$ cat src/rtl/sum_accumulator.sv
// Accumulates COUNT consecutive {carry,sum} adder results into a wide total and
// presents each frame total, with a sticky overflow flag, over a valid/ready output.
module sum_accumulator #(
  parameter int DATA_W = 32,
  parameter int ACC_W  = 40,
  parameter int COUNT  = 4
) (
  input  logic              clk,
  input  logic              rst_n,
  input  logic              in_valid,
  output logic              in_ready,
  input  logic [DATA_W-1:0] in_sum,
  input  logic              in_carry,
  input  logic              clear,
  output logic              out_valid,
  input  logic              out_ready,
  output logic [ACC_W-1:0]  out_acc,
  output logic              out_ovf
);

  localparam int CNT_W = (COUNT > 1) ? $clog2(COUNT) : 1;

  localparam logic [0:0] S_ACC  = 1'b0;
  localparam logic [0:0] S_HOLD = 1'b1;

  logic [0:0]       r_state;
  logic [ACC_W-1:0] r_acc;
  logic [CNT_W-1:0] r_cnt;
  logic             r_ovf_acc;
  logic             r_out_valid;
  logic [ACC_W-1:0] r_out_acc;
  logic             r_out_ovf;

  logic [ACC_W-1:0] w_operand;
  logic [ACC_W:0]   w_sum;
  logic             w_carry;
  logic             w_accept;
  logic             w_last;

  // Carry bit becomes bit DATA_W of the operand; the extra top bit of w_sum is the wrap.
  assign w_operand = ACC_W'({in_carry, in_sum});
  assign w_sum     = {1'b0, r_acc} + {1'b0, w_operand};
  assign w_carry   = w_sum[ACC_W];

  assign in_ready  = rst_n && (r_state == S_ACC);
  assign w_accept  = in_valid && in_ready;
  assign w_last    = (r_cnt == CNT_W'(COUNT - 1));

  assign out_valid = r_out_valid;
  assign out_acc   = r_out_acc;
  assign out_ovf   = r_out_ovf;

  always_ff @(posedge clk) begin
    if (!rst_n) begin
      r_state     <= S_ACC;
      r_acc       <= '0;
      r_cnt       <= '0;
      r_ovf_acc   <= 1'b0;
      r_out_valid <= 1'b0;
      r_out_acc   <= '0;
      r_out_ovf   <= 1'b0;
    end else if (clear) begin
      // Abort drops the running frame and any pending result, but the last
      // published total stays visible on out_acc/out_ovf.
      r_state     <= S_ACC;
      r_acc       <= '0;
      r_cnt       <= '0;
      r_ovf_acc   <= 1'b0;
      r_out_valid <= 1'b0;
    end else begin
      case (r_state)
        S_ACC: begin
          if (w_accept) begin
            if (w_last) begin
              r_out_acc   <= w_sum[ACC_W-1:0];
              r_out_ovf   <= r_ovf_acc | w_carry;
              r_acc       <= '0;
              r_cnt       <= '0;
              r_ovf_acc   <= 1'b0;
              r_out_valid <= 1'b1;
              r_state     <= S_HOLD;
            end else begin
              r_acc     <= w_sum[ACC_W-1:0];
              r_cnt     <= r_cnt + 1'b1;
              r_ovf_acc <= r_ovf_acc | w_carry;
            end
          end
        end
        S_HOLD: begin
          if (r_out_valid && out_ready) begin
            r_out_valid <= 1'b0;
            r_state     <= S_ACC;
          end
        end
        default: r_state <= S_ACC;
      endcase
    end
  end

endmodule

$ cat config.mk
export PLATFORM = sky130hd
export DESIGN_NAME = sum_accumulator
export DESIGN_NICKNAME = d
export VERILOG_FILES = /design/src/rtl/sum_accumulator.sv
export SDC_FILE = /design/constraint.sdc
export NUM_CORES = 1
export LEC_CHECK = 0
export BUFFER_PORTS_ARGS = -buffer_cell sky130_fd_sc_hd__buf_4
export CORE_ASPECT_RATIO = 1.75
export CORE_MARGIN = 5
export CORE_UTILIZATION = 57
export DETAILED_ROUTE_END_ITERATION = 8
export GPL_TIMING_DRIVEN = 0
export PLACE_DENSITY = 0.91
export SLEW_MARGIN = 25
export SYNTH_ARGS = -nofsm -noshare
export SYNTH_HDL_FRONTEND = slang
export SYNTH_SLANG_ARGS = --single-unit
$ cat constraint.sdc
create_clock -name clk -period 3.4 [get_ports clk]
set_input_delay 0.17 -clock clk [delete_from_list [all_inputs] [get_ports clk]]
set_output_delay 0.17 -clock clk [all_outputs]
set_load 0.005 [all_outputs]
[Word level (Yosys, flattened, before mapping)]
Index checks and enable logic that the tools add are counted.
Word-level totals
  register bits after elaboration: 86
Cells by class
  $add $sub $neg: 2
  equality and inequality tests: 4
  mux-type cells: 11
  bitwise gates (word level): 4
  reductions and logical operators: 7
Operator list (count)
  adder 40 x 33 -> 41 bit: 1
  2-to-1 mux 40 bit: 1
  2-to-1 mux 1 bit: 7
  inequality test 2 bit, second input constant: 2
  one-hot mux 1 bit (2 select lines): 2
  AND reduction 4 bit: 1
  logical AND 1 bit: 3
  inverter 1 bit: 3
  AND reduction 3 bit: 1
  adder 2 x 1 -> 2 bit, second input constant: 1
  equality test 2 bit, second input constant: 1
  2-to-1 mux 2 bit: 1
  inequality test 2 x 1 -> 1 bit, second input constant: 1
  AND reduction 2 bit: 1
  OR reduction 2 bit: 1
  bitwise OR 1 bit: 1

[Logic depth before layout (Yosys ltp)]
Gate-level depths: netlist of run 1.
  depth in word-level cells: 5
  gate-level depth with buffers: 11
  depth with buffers taken out: 11

[Least setup slack after synthesis of run 1]
Ideal clock, no wire load.
  kind: flip-flop to flip-flop
  from: register r_acc[0]
  to: register r_ovf_acc
  library setup time: 0.117 ns
  arrival time: 2.469 ns
  required time: 3.283 ns
  path slack: 0.813 ns
  cell stages (with the launch flop): 11
  period minus slack after synthesis: 2.587 ns
  cell sequence: dfxtp_1 ha_1 fa_1 a211oi_1 o211ai_1 a21oi_1 o21ai_1 a31oi_1 o21ai_1 and3_1 a32o_1
Between the ends
  cells in the longest elaborated chain, start to end: 3
RTL lines
  from (decl): line 27  | logic [ACC_W-1:0] r_acc;
  from (signal assigned): line 83  | r_acc <= w_sum[ACC_W-1:0];
  adder 40 x 33 -> 41 bit: line 42  | assign w_sum = {1'b0, r_acc} + {1'b0, w_operand};
  bitwise OR 1 bit: line 85  | r_ovf_acc <= r_ovf_acc | w_carry;
  2-to-1 mux 1 bit: line 74  | if (w_last) begin
  to (signal assigned): line 85
  to (decl): line 29  | logic r_ovf_acc;
Every way passes these cells.
A chain may end at the register's enable or synchronous reset.

[Worst setup path in the final report of run 1]
  from: register r_acc[0]
  to: register r_out_ovf (netlist: out_ovf)
Between the ends
  cells in the longest elaborated chain, start to end: 2
RTL lines
  adder 40 x 33 -> 41 bit: line 42
  bitwise OR 1 bit: line 76  | r_out_ovf <= r_ovf_acc | w_carry;
  to (signal assigned): line 76
  to (decl): line 32  | logic r_out_ovf;
Every way passes these cells.

==> results of run 1 <==
critical path, stage by stage, from the launching register on:
cell      delay (ns)
dfxtp_1         0.32
ha_1            0.23
fa_1            0.44
a211oi_1        0.33
o211ai_1        0.20
a21oi_1         0.26
o21ai_1         0.15
a31oi_2         0.36
o21ai_1         0.22
and3_1          0.25
nor3_1          0.15
nor2_1          0.07
repair_timing:
item	CTS	global route
resized for setup	0	1
hold endpoints to repair	0	0
endpoints found under the setup margin	0	2
buffers inserted	0	0
hold buffers	0	0
metrics by stage:
stage / std cells / instance area (um2) / hold WS, ns
after CTS: 847 / 6130 / 0.113
after global routing: 847 / 6140 / 0.141
after global placement: 831 / 5790 / 0.443
final: 847 / 6140 / 0.115
after floorplan: 634 / 5040 / 0.359
after detailed placement: 831 / 5790 / 0.448
where the power goes:
group / internal [mW] / leakage (nW) / switching, mW
combinational: 0.125 / 1.78 / 0.189
sequential: 1.02 / 0.694 / 0.00662
clock: 0.707 / 0.165 / 0.417
total: 1.85 / 2.64 / 0.612
per-layer routing:
layer  share of wire [%]  global-route usage [%]  vias up
li1                    -                       -     2445
met1                  36                    27.9     2412
met2                  52                    49.4      249
met3                 6.2                    4.07       79
met4                 6.0                    19.2        0
met5                   0                       0        -
area by class of cell:
class | count | area (um2) | share of cell area, %
inverter | 5 | 18.8 | 0.306
tap | 117 | 146 | 2.38
clock buffer | 12 | 267 | 4.34
sequential | 86 | 1720 | 28.0
clock inverter | 4 | 76.3 | 1.24
timing repair buffer | 80 | 601 | 9.78
buffer | 33 | 125 | 2.04
multi-input combinational | 510 | 3190 | 51.9
placed cells by master (no fill, tap or decap), drive strengths merged, types with 3 or more instances in the layout:
master / Yosys / layout
xor2: 11 / 11
nor2b: 4 / 4
o31ai: 6 / 6
a31oi: 3 / 3
dfxtp: 86 / 86
inv: 5 / 6
clkbuf: 31 / 43
nand3: 16 / 16
a21boi: 25 / 25
nor3b: 3 / 3
a22o: 12 / 12
a21o: 17 / 17
o211ai: 7 / 7
nand2b: 5 / 5
ha: 34 / 34
a22oi: 15 / 15
xnor2: 26 / 26
and2: 5 / 5
a21oi: 62 / 62
and3: 4 / 4
o21a: 4 / 4
nor3: 10 / 10
buf: 2 / 82
nand4: 6 / 6
or3: 3 / 3
a211oi: 3 / 3
o21ai: 40 / 40
nand2: 107 / 107
nor2: 56 / 56
cell families after synthesis:
logic type               after synthesis
buffers and inverters                 38
flip-flops                            86
AND/OR/NAND/NOR                      227
XOR/XNOR                              37
adder cells (fa/ha/maj)               35
multiplexers                           1
AO/OA/AOI/OAI                        210
sequential cells by signal, indices dropped and copies added, names as in the netlist:
| register | flops |
|---|---|
| out_ovf | 1 |
| r_ovf_acc | 1 |
| r_acc | 40 |
| out_valid | 1 |
| r_cnt | 2 |
| out_acc | 40 |
| r_state | 1 |
worst paths after layout:
check / startpoint / to
min reg2reg: out_acc[25]$_SDFFE_PN0P_ / out_acc[25]$_SDFFE_PN0P_
max reg2reg: r_acc[0]$_SDFFE_PP0P_ / out_ovf$_SDFFE_PN0P_
max: r_acc[0]$_SDFFE_PP0P_ / out_ovf$_SDFFE_PN0P_
min: out_ready / out_valid$_SDFFE_PP0P_
==> summary.md, run 1 <==
| Metric | Value |
|---|---|
| Status | completed |
| Clock Tree Buf Depth | 2 |
| FILL cells | roughly 700 |
| Minimum clock period | 3.09 ns |
| Port bufs | 80 |
| Post-synth net total | 707 |
| Slew @ Worst Pin | 0.658 ns |
| DP HPWL | 11.2 mm |
| Antenna Cells | 0 |
| Cells on worst reg2reg path | 11 |
| Hold crit path type | input pin to flip-flop |
| Core box area | 8670 um2 |
| Initial antenna violation count | 0 |
| Fin. Hold Viols | 0 |
| Ports | 81 |
| Gpl congestion | roughly 0.9 |
| Routed vias | 5,185 |
| Worst-path maximum fanout | 4 |
| Cells after Synth | 634 |
| Synth top cells by count | 106 x nand2_1, 86 x dfxtp_1, 62 x a21oi_1 |
| Post-synth top area share | between 30% and 40% |
| Cell with the most instances after synthesis | nand2_1 |
| Leakage | 2.64 nW |
| Clock Skews | 0.00731 ns |
| WHS Path Cells | 4 |
| PwrDens | 401 nW/um2 |
| Final core occ | 70.8% |
| Vias/cell | 6.12 |
| Syn avg cell area | 7.96 um2 |
| Seq/Total Area, Yosys | 34.1% |
| Area grow syn2layout | 21.7% |
| FF+latch count, synth | 86 |
| Reg clk slew, reported paths | 0.07 ns |
| Vias in the first global route | 5,173 |
| Post-synthesis simple-gate area fraction | 20.1% |
| Adder-Cell Fraction of Synth Area | just under 9% |
| MaxCap Viol Count | 0 |
| First-pass GRT wire length | 23.5 mm |
| Max Clk Rate | 324 MHz |
| ANT nets after route | 0 |
| Total power | 2.46 mW |
| GRT Total Usage | a little over a quarter |
| Drt wl/cell | 17.5 um |
| Final Max Slew Viols | 0 |
| Peak supply drop | 0.266 mV |
| Row count | 45 |
| Main flop type after synthesis | dfxtp_1 |
| Largest net degree at the start of global routing | 15 |
| Largest cells by area after synthesis | dfxtp_1 34%, ha_1 8.4%, nand2_1 7.9%, a21oi_1 6.2%, xnor2_1 4.5% |
| Area of the die | 10,900 um2 |
| Slew HR | approximately 56% |
| Synthesis Warnings | 0 |
| Critical Path AT | between 3 and 4 ns |
| Number of synthesized flops with an enable pin | 0 |
| Final #Nets | 798 |
| Starting Density | 58.2% |
| H-Tree Depth | 3 |
| Mux share of post-synthesis cell area | less than 1% |
| Compound-Gate Fraction of Synth Area | 27.5% |
| Share of layout cells above drive strength 1 | 14.9% |
| Drt pass-1 iters | 6 |
| Unrepaired setup endpoints after global routing | false |
| Yosys cell types | 61 |
| FFs w/ async S/R, synth | 0% |
| Clock Latency Late Sink | 0.34 ns |
| Synthesized cell area | slightly above 5000 um2 |
| Final TNS setup | 0 ns |
| # DRC | 0 |
| Die Ht | ~130 um |
| Largest family of logic cells by synthesized area | compound AO/OA/AOI/OAI gates |
| Reg2reg setup slack | 0.31 ns |
| Dominant cell type by area after synthesis | dfxtp_1 |
| Final setup vio count | 0 |
| Period utilization | between 90% and 100% |
| Crit path capture type | flip-flop |
| Place WS | 0.245 ns |
| CTS root buffer | clkbuf_16 |
| Clk sinks | 86 |
| Final worst slack | 0.311 ns |
| TritonCTS clock tree | yes |
| Required @ worst endpoint | 3.64 ns |
| Cts bufs inserted | 9 |
| Grt total ovfl | 0 |
| Crit Path Category | flip-flop to flip-flop |
| Chip width | 81.1 um |
| 1st-iter DRT viols | 521 |
| Startpoint types | flip-flop |
| Routed WL | 14.8 mm |
| XOR/XNOR Fraction of Synth Area | 6.42% |
Note: power is estimated with default switching activity, not from simulation.
==> run 2: changes to the inputs <==
CORE_ASPECT_RATIO = 1.4   (was 1.75)
==> run 2 against run 1 <==
Net effect: core utilization fell by 0.49 points; global-route usage shrank 0.41 points; critical path depth shrank 1; worst hold slack better by 0.021 ns; design area shrank 1.4%; count of clock-buffer cells in the layout is 1 higher; fmax fell by 3.2%; clock power shrank 17%; critical endpoint is now r_ovf_acc$_SDFFE_PP0P_.
==> summary.md, run 2 (same netlist as run 1, synthesis figures left out) <==
| Metric | Value |
|---|---|
| Status | completed (unchanged) |
| Leakage | 2.61 nW (was 2.64 nW) |
| Worst-path maximum fanout | 4 (unchanged) |
| Cts bufs inserted | 9 (unchanged) |
| Routed vias | 5,054 (was 5,185) |
| First-pass GRT wire length | 23.0 mm (was 23.5 mm) |
| Row count | 40 (was 45) |
| Reg-to-reg startpoint | r_acc[0]$_SDFFE_PP0P_ (unchanged) |
| Commonest non-fill, non-tap cell in the layout | nand2_1 (unchanged) |
| Sw frac | 25.9% (was 24.9%) |
| Met1 wire length | 5.56 mm (was 5.31 mm) |
| Worst Hold End | r_state$_SDFF_PP0_ (was out_valid$_SDFFE_PP0P_) |
| Placed insts | 819 (was 831) |
| Drt wl/cell | 17.1 um (was 17.5 um) |
| CTS root buffer | clkbuf_16 (unchanged) |
| Routed wl met3 | 801 um (was 922 um) |
| Crit path capture type | flip-flop (unchanged) |
| Die Ht | 121 um (was 134 um) |
| Final #Nets | 798 (unchanged) |
| # DRC | 0 (unchanged) |
| Clock network power share | 41.0% (was 45.6%) |
| Starting Density | 58.6% (was 58.2%) |
| Initial antenna violation count | 0 (unchanged) |
| Final core occ | 70.3% (was 70.8%) |
| Place WS | 0.235 ns (was 0.245 ns) |
| GRT Total Usage | 27.0% (was 27.4%) |
| Slew HR | 52.7% (was 56.0%) |
| Crit Path Category | flip-flop to flip-flop (unchanged) |
| Max layer used | met4 (unchanged) |
| FF-to-FF End | r_ovf_acc$_SDFFE_PP0P_ (was out_ovf$_SDFFE_PN0P_) |
| Final TNS setup | 0 ns (unchanged) |
| Peak supply drop | 0.275 mV (was 0.266 mV) |
| Final setup vio count | 0 (unchanged) |
| FILL cells | 706 (was 696) |
| Reg2reg setup slack | 0.21 ns (was 0.31 ns) |
| Area grow syn2layout | 20.0% (was 21.7%) |
| Cells on worst reg2reg path | 10 (was 11) |
| Critical Path AT | 3.42 ns (was 3.32 ns) |
| Clk sinks | 86 (unchanged) |
| Hold Crit Start | out_ready (unchanged) |
| Clock Skews | 0.00746 ns (was 0.00731 ns) |
| Post-CTS Setup Inserts | 0 (unchanged) |
| Clock Latency Late Sink | 0.35 ns (was 0.34 ns) |
| Origin of the worst setup path | r_acc[0]$_SDFFE_PP0P_ (unchanged) |
| Required @ worst endpoint | 3.63 ns (was 3.64 ns) |
| Grt total ovfl | 0 (unchanged) |
| 1st-iter DRT viols | 298 (was 521) |
| Clock Tree Buf Depth | 2 (unchanged) |
| Fin Hold WS | 0.136 ns (was 0.115 ns) |
| Vias/cell | 6.06 (was 6.12) |
| Reg clk slew, reported paths | 0.06 ns (was 0.07 ns) |
| Period utilization | 93.8% (was 90.9%) |
| Hold buffers post-CTS | 0 (unchanged) |
| Fin. Hold Viols | 0 (unchanged) |
| Met2 wire length | 7.24 mm (was 7.66 mm) |
| Most frequent cells in the layout | 106 x nand2_1, 86 x dfxtp_1, 80 x buf_4 (unchanged) |
| Largest net degree at the start of global routing | 14 (was 15) |
| Routed WL | 14.2 mm (was 14.8 mm) |
| TritonCTS clock tree | yes (unchanged) |
| Vias in the first global route | 5,019 (was 5,173) |
| Final Max Slew Viols | 0 (unchanged) |
| Slew @ Worst Pin | 0.700 ns (was 0.658 ns) |
| WHS Path Cells | 4 (unchanged) |
| Psw | 0.585 mW (was 0.612 mW) |
| Fin cells | 834 (was 847) |
| Final worst slack | 0.209 ns (was 0.311 ns) |
| Logic pwr share | 13.7% (was 12.7%) |
| Max Clk Rate | 313 MHz (was 324 MHz) |
| Fin area | 6050 um2 (was 6140 um2) |
| Startpoint types | flip-flop (unchanged) |
| Minimum clock period | 3.19 ns (was 3.09 ns) |
| Placed inst area | 5780 um2 (was 5790 um2) |
| Area of the die | 10,900 um2 (about the same) |
| ANT nets after route | 0 (unchanged) |
| Hold crit path type | input pin to flip-flop (unchanged) |
| Pint | 1.68 mW (was 1.85 mW) |
| Share of layout cells above drive strength 1 | 14.4% (was 14.9%) |
| Gpl congestion | 0.947 (was 0.926) |
| Drt pass-1 iters | 7 (was 6) |
| Post-CTS sizing | 0 (unchanged) |
| Chip width | 89.5 um (was 81.1 um) |
| MaxCap Viol Count | 0 (unchanged) |
| Ports | 81 (unchanged) |
| H-Tree Depth | 3 (unchanged) |
| Antenna Cells | 0 (unchanged) |
| DP HPWL | 11.0 mm (was 11.2 mm) |
| PwrDens | 373 nW/um2 (was 401 nW/um2) |
| Total power | 2.26 mW (was 2.46 mW) |
| Sequential power share | 45.3% (was 41.6%) |
| Port bufs | 80 (unchanged) |
| Core box area | 8610 um2 (was 8670 um2) |
| Unrepaired setup endpoints after global routing | false (unchanged) |
[run 2: changes by cell type in the layout (fill, tap and decap cells not counted), sizes merged]
cell	change
bufinv	-2
clkinv	+2
clkbuf	+1
clkinvlp	-1
inv	-1
[run 2: critical path, stage by stage (launching register included)]
cell	delay (ns)
dfxtp_1	0.32
ha_1	0.22
fa_1	0.44
a211oi_1	0.33
o211ai_1	0.16
a21oi_1	0.26
o21ai_1	0.14
a31oi_1	0.46
o21ai_1	0.26
and3_1	0.26
a32o_1	0.22
[run 2: power by group through the flow]
stage | logic [mW] | registers (mW) | clock network [mW]
floorplan | 0.206 | 1.05 | 0
global placement | 0.294 | 1.05 | 0
detailed placement | 0.301 | 1.05 | 0
CTS | 0.303 | 1.02 | 0.938
global route | 0.336 | 1.02 | 0.982
finish | 0.309 | 1.02 | 0.927
[run 2: area by class of cell]
cell class / instances / area, um2 / share of cell area [%]
buffer: 33 / 125 / 2.07
clock buffer: 13 / 260 / 4.30
clock inverter: 2 / 17.5 / 0.289
inverter: 5 / 18.8 / 0.310
multi-input combinational: 510 / 3180 / 52.5
sequential: 86 / 1720 / 28.4
tap: 105 / 131 / 2.17
timing repair buffer: 80 / 601 / 9.92
[run 2: worst max-delay path by stage]
stage                              to  slack, ns
6_report       r_ovf_acc$_SDFFE_PP0P_       0.21
5_1_grt          out_ovf$_SDFFE_PN0P_       0.03
4_1_cts        r_ovf_acc$_SDFFE_PP0P_       0.23
3_5_place_dp     out_ovf$_SDFFE_PN0P_       0.23
3_3_place_gp     out_ovf$_SDFFE_PN0P_       0.33
2_1_floorplan  r_ovf_acc$_SDFFE_PP0P_       0.81
[run 2: routing by layer]
| metal | up-vias | global-route usage, % |
|---|---|---|
| met1 | 2341 | 30.3 |
| met2 | 211 | 47.2 |
| met5 | - | 0 |
| met3 | 59 | 3.94 |
| li1 | 2443 | - |
| met4 | 0 | 15.3 |
==> run 3: changes to the inputs <==
CELL_PAD_IN_SITES_DETAIL_PLACEMENT = 1   (was unset)
CELL_PAD_IN_SITES_GLOBAL_PLACEMENT = 1   (was unset)
CORE_UTILIZATION = 42   (was 57)
==> run 3 against run 2 <==
Net effect: clock power rose by 6.7%; via count rose by 0.93%; critical endpoint is now out_ovf$_SDFFE_PN0P_; worst hold slack barely moved; highest routed layer unchanged; cell count rose by 5.2%; combinational power rose by 4%; sequential cell count did not move; largest cell class unchanged.
==> summary.md, run 3 (same netlist as run 1, synthesis figures left out) <==
| Metric | Value |
|---|---|
| CTS root buffer | clkbuf_16 (unchanged) |
| Final worst slack | 0.296 ns (was 0.209 ns) |
| FF-to-FF End | out_ovf$_SDFFE_PN0P_ (was r_ovf_acc$_SDFFE_PP0P_) |
| Final #Nets | 798 (unchanged) |
| Worst-path maximum fanout | 4 (unchanged) |
| Fin. Hold Viols | 0 (unchanged) |
| Placed insts | 861 (was 819) |
| Share of layout cells above drive strength 1 | 14.8% (was 14.4%) |
| TritonCTS clock tree | yes (unchanged) |
| Fin area | 6130 um2 (was 6050 um2) |
| Starting Density | 42.7% (was 58.6%) |
| Reg clk slew, reported paths | 0.06 ns (about the same) |
| Initial antenna violation count | 0 (unchanged) |
| Hold crit path type | input pin to flip-flop (unchanged) |
| Final Max Slew Viols | 0 (unchanged) |
| Met2 wire length | 8.86 mm (was 7.24 mm) |
| GRT Total Usage | 23.5% (was 27.0%) |
| Post-CTS Setup Inserts | 0 (unchanged) |
| Cells on worst reg2reg path | 11 (was 10) |
| Met1 wire length | 6.36 mm (was 5.56 mm) |
| Drt pass-1 iters | 4 (was 7) |
| Clock Tree Buf Depth | 2 (unchanged) |
| Leakage | 2.62 nW (was 2.61 nW) |
| MaxCap Viol Count | 0 (unchanged) |
| 1st-iter DRT viols | 186 (was 298) |
| Routed wl met3 | 714 um (was 801 um) |
| Hold Crit Start | out_ready (unchanged) |
| Required @ worst endpoint | 3.63 ns (about the same) |
| Crit Path Category | flip-flop to flip-flop (unchanged) |
| H-Tree Depth | 3 (unchanged) |
| PwrDens | 381 nW/um2 (was 373 nW/um2) |
| Area grow syn2layout | 21.5% (was 20.0%) |
| Largest net degree at the start of global routing | 15 (was 14) |
| Place WS | 0.206 ns (was 0.235 ns) |
| Fin cells | 877 (was 834) |
| Worst Hold End | r_state$_SDFF_PP0_ (unchanged) |
| Routed WL | 16.7 mm (was 14.2 mm) |
| WHS Path Cells | 4 (unchanged) |
| Startpoint types | flip-flop (unchanged) |
| Core box area | 11,800 um2 (was 8610 um2) |
| Reg-to-reg startpoint | r_acc[0]$_SDFFE_PP0P_ (unchanged) |
| Total power | 2.33 mW (was 2.26 mW) |
| Slew HR | 47.7% (was 52.7%) |
| Fin Hold WS | 0.135 ns (was 0.136 ns) |
| Minimum clock period | 3.10 ns (was 3.19 ns) |
| Most frequent cells in the layout | 106 x nand2_1, 86 x dfxtp_1, 80 x buf_4 (unchanged) |
| Ports | 81 (unchanged) |
| Port bufs | 80 (unchanged) |
| Die Ht | 140 um (was 121 um) |
| # DRC | 0 (unchanged) |
| Placed inst area | 5830 um2 (was 5780 um2) |
| Chip width | 103 um (was 89.5 um) |
| Final core occ | 51.8% (was 70.3%) |
| Max layer used | met4 (unchanged) |
| Drt wl/cell | 19.0 um (was 17.1 um) |
| First-pass GRT wire length | 26.7 mm (was 23.0 mm) |
| Vias/cell | 5.82 (was 6.06) |
| Peak supply drop | 0.233 mV (was 0.275 mV) |
| Period utilization | 91.3% (was 93.8%) |
| Grt total ovfl | 0 (unchanged) |
| Final TNS setup | 0 ns (unchanged) |
| Cts bufs inserted | 9 (unchanged) |
| Routed vias | 5,101 (was 5,054) |
| DP HPWL | 12.9 mm (was 11.0 mm) |
| Critical Path AT | 3.34 ns (was 3.42 ns) |
| Crit path capture type | flip-flop (unchanged) |
| Status | completed (unchanged) |
| Clk sinks | 86 (unchanged) |
| Gpl congestion | 0.934 (was 0.947) |
| Unrepaired setup endpoints after global routing | false (unchanged) |
| Commonest non-fill, non-tap cell in the layout | nand2_1 (unchanged) |
| Vias in the first global route | 5,513 (was 5,019) |
| ANT nets after route | 0 (unchanged) |
| Area of the die | 14,300 um2 (was 10,900 um2) |
| Max Clk Rate | 322 MHz (was 313 MHz) |
| Row count | 47 (was 40) |
| Reg2reg setup slack | 0.30 ns (was 0.21 ns) |
| Clock Skews | 0.00493 ns (was 0.00746 ns) |
| Antenna Cells | 0 (unchanged) |
| Clock Latency Late Sink | 0.34 ns (was 0.35 ns) |
| Slew @ Worst Pin | 0.774 ns (was 0.700 ns) |
| Final setup vio count | 0 (unchanged) |
[run 3: cell count changes in the layout (fill, tap and decap cells not counted)]
cell,delta
clkinv_2,+3
clkbuf_8,-2
a31oi_1,-1
a31oi_2,+1
bufinv_16,+1
clkbuf_1,-1
[run 3: per-layer routing]
layer  vias to the layer above  track usage, %
met5                         -               0
met4                         0            11.9
met3                        48            3.71
met2                       114            42.2
met1                      2496            25.8
li1                       2443               -
[run 3: how the worst max path moves through the flow]
stage	from	end	slack, ns
4_1_cts	r_acc[0]$_SDFFE_PP0P_	out_ovf$_SDFFE_PN0P_	0.16
2_1_floorplan	r_acc[0]$_SDFFE_PP0P_	r_ovf_acc$_SDFFE_PP0P_	0.81
5_1_grt	r_acc[0]$_SDFFE_PP0P_	out_ovf$_SDFFE_PN0P_	0.09
3_3_place_gp	in_sum[0]	out_ovf$_SDFFE_PN0P_	0.26
3_5_place_dp	in_sum[0]	out_ovf$_SDFFE_PN0P_	0.21
6_report	r_acc[0]$_SDFFE_PP0P_	out_ovf$_SDFFE_PN0P_	0.30
[run 3: final cells by class]
class	instances	area [um2]
Timing Repair Buffer	80	601
Tap cell	147	184
Sequential cell	86	1720
Multi-Input combinational cell	510	3190
Buffer	33	125
Inverter	5	18.8
Fill cell	1477	5690
Clock inverter	6	62.6
Clock buffer	10	229
[run 3: where the power goes]
group	switching (mW)	internal, mW
registers	0.00676	1.02
clock network	0.420	0.568
logic	0.195	0.125
total	0.622	1.71
[run 3: what timing repair did]
action	CTS	global route
hold buffers	0	0
gates resized for setup	0	1
endpoints found under the setup margin	0	1
hold endpoints to repair	0	0
[run 3: worst max-delay path: stages (launching register included)]
cell and delay, ns:
dfxtp_1 0.31, ha_1 0.22, fa_1 0.45, a211oi_1 0.30
o211ai_1 0.17, a21oi_1 0.28, o21ai_1 0.15, a31oi_2 0.38
o21ai_1 0.23, and3_1 0.25, nor3_1 0.18, nor2_1 0.07
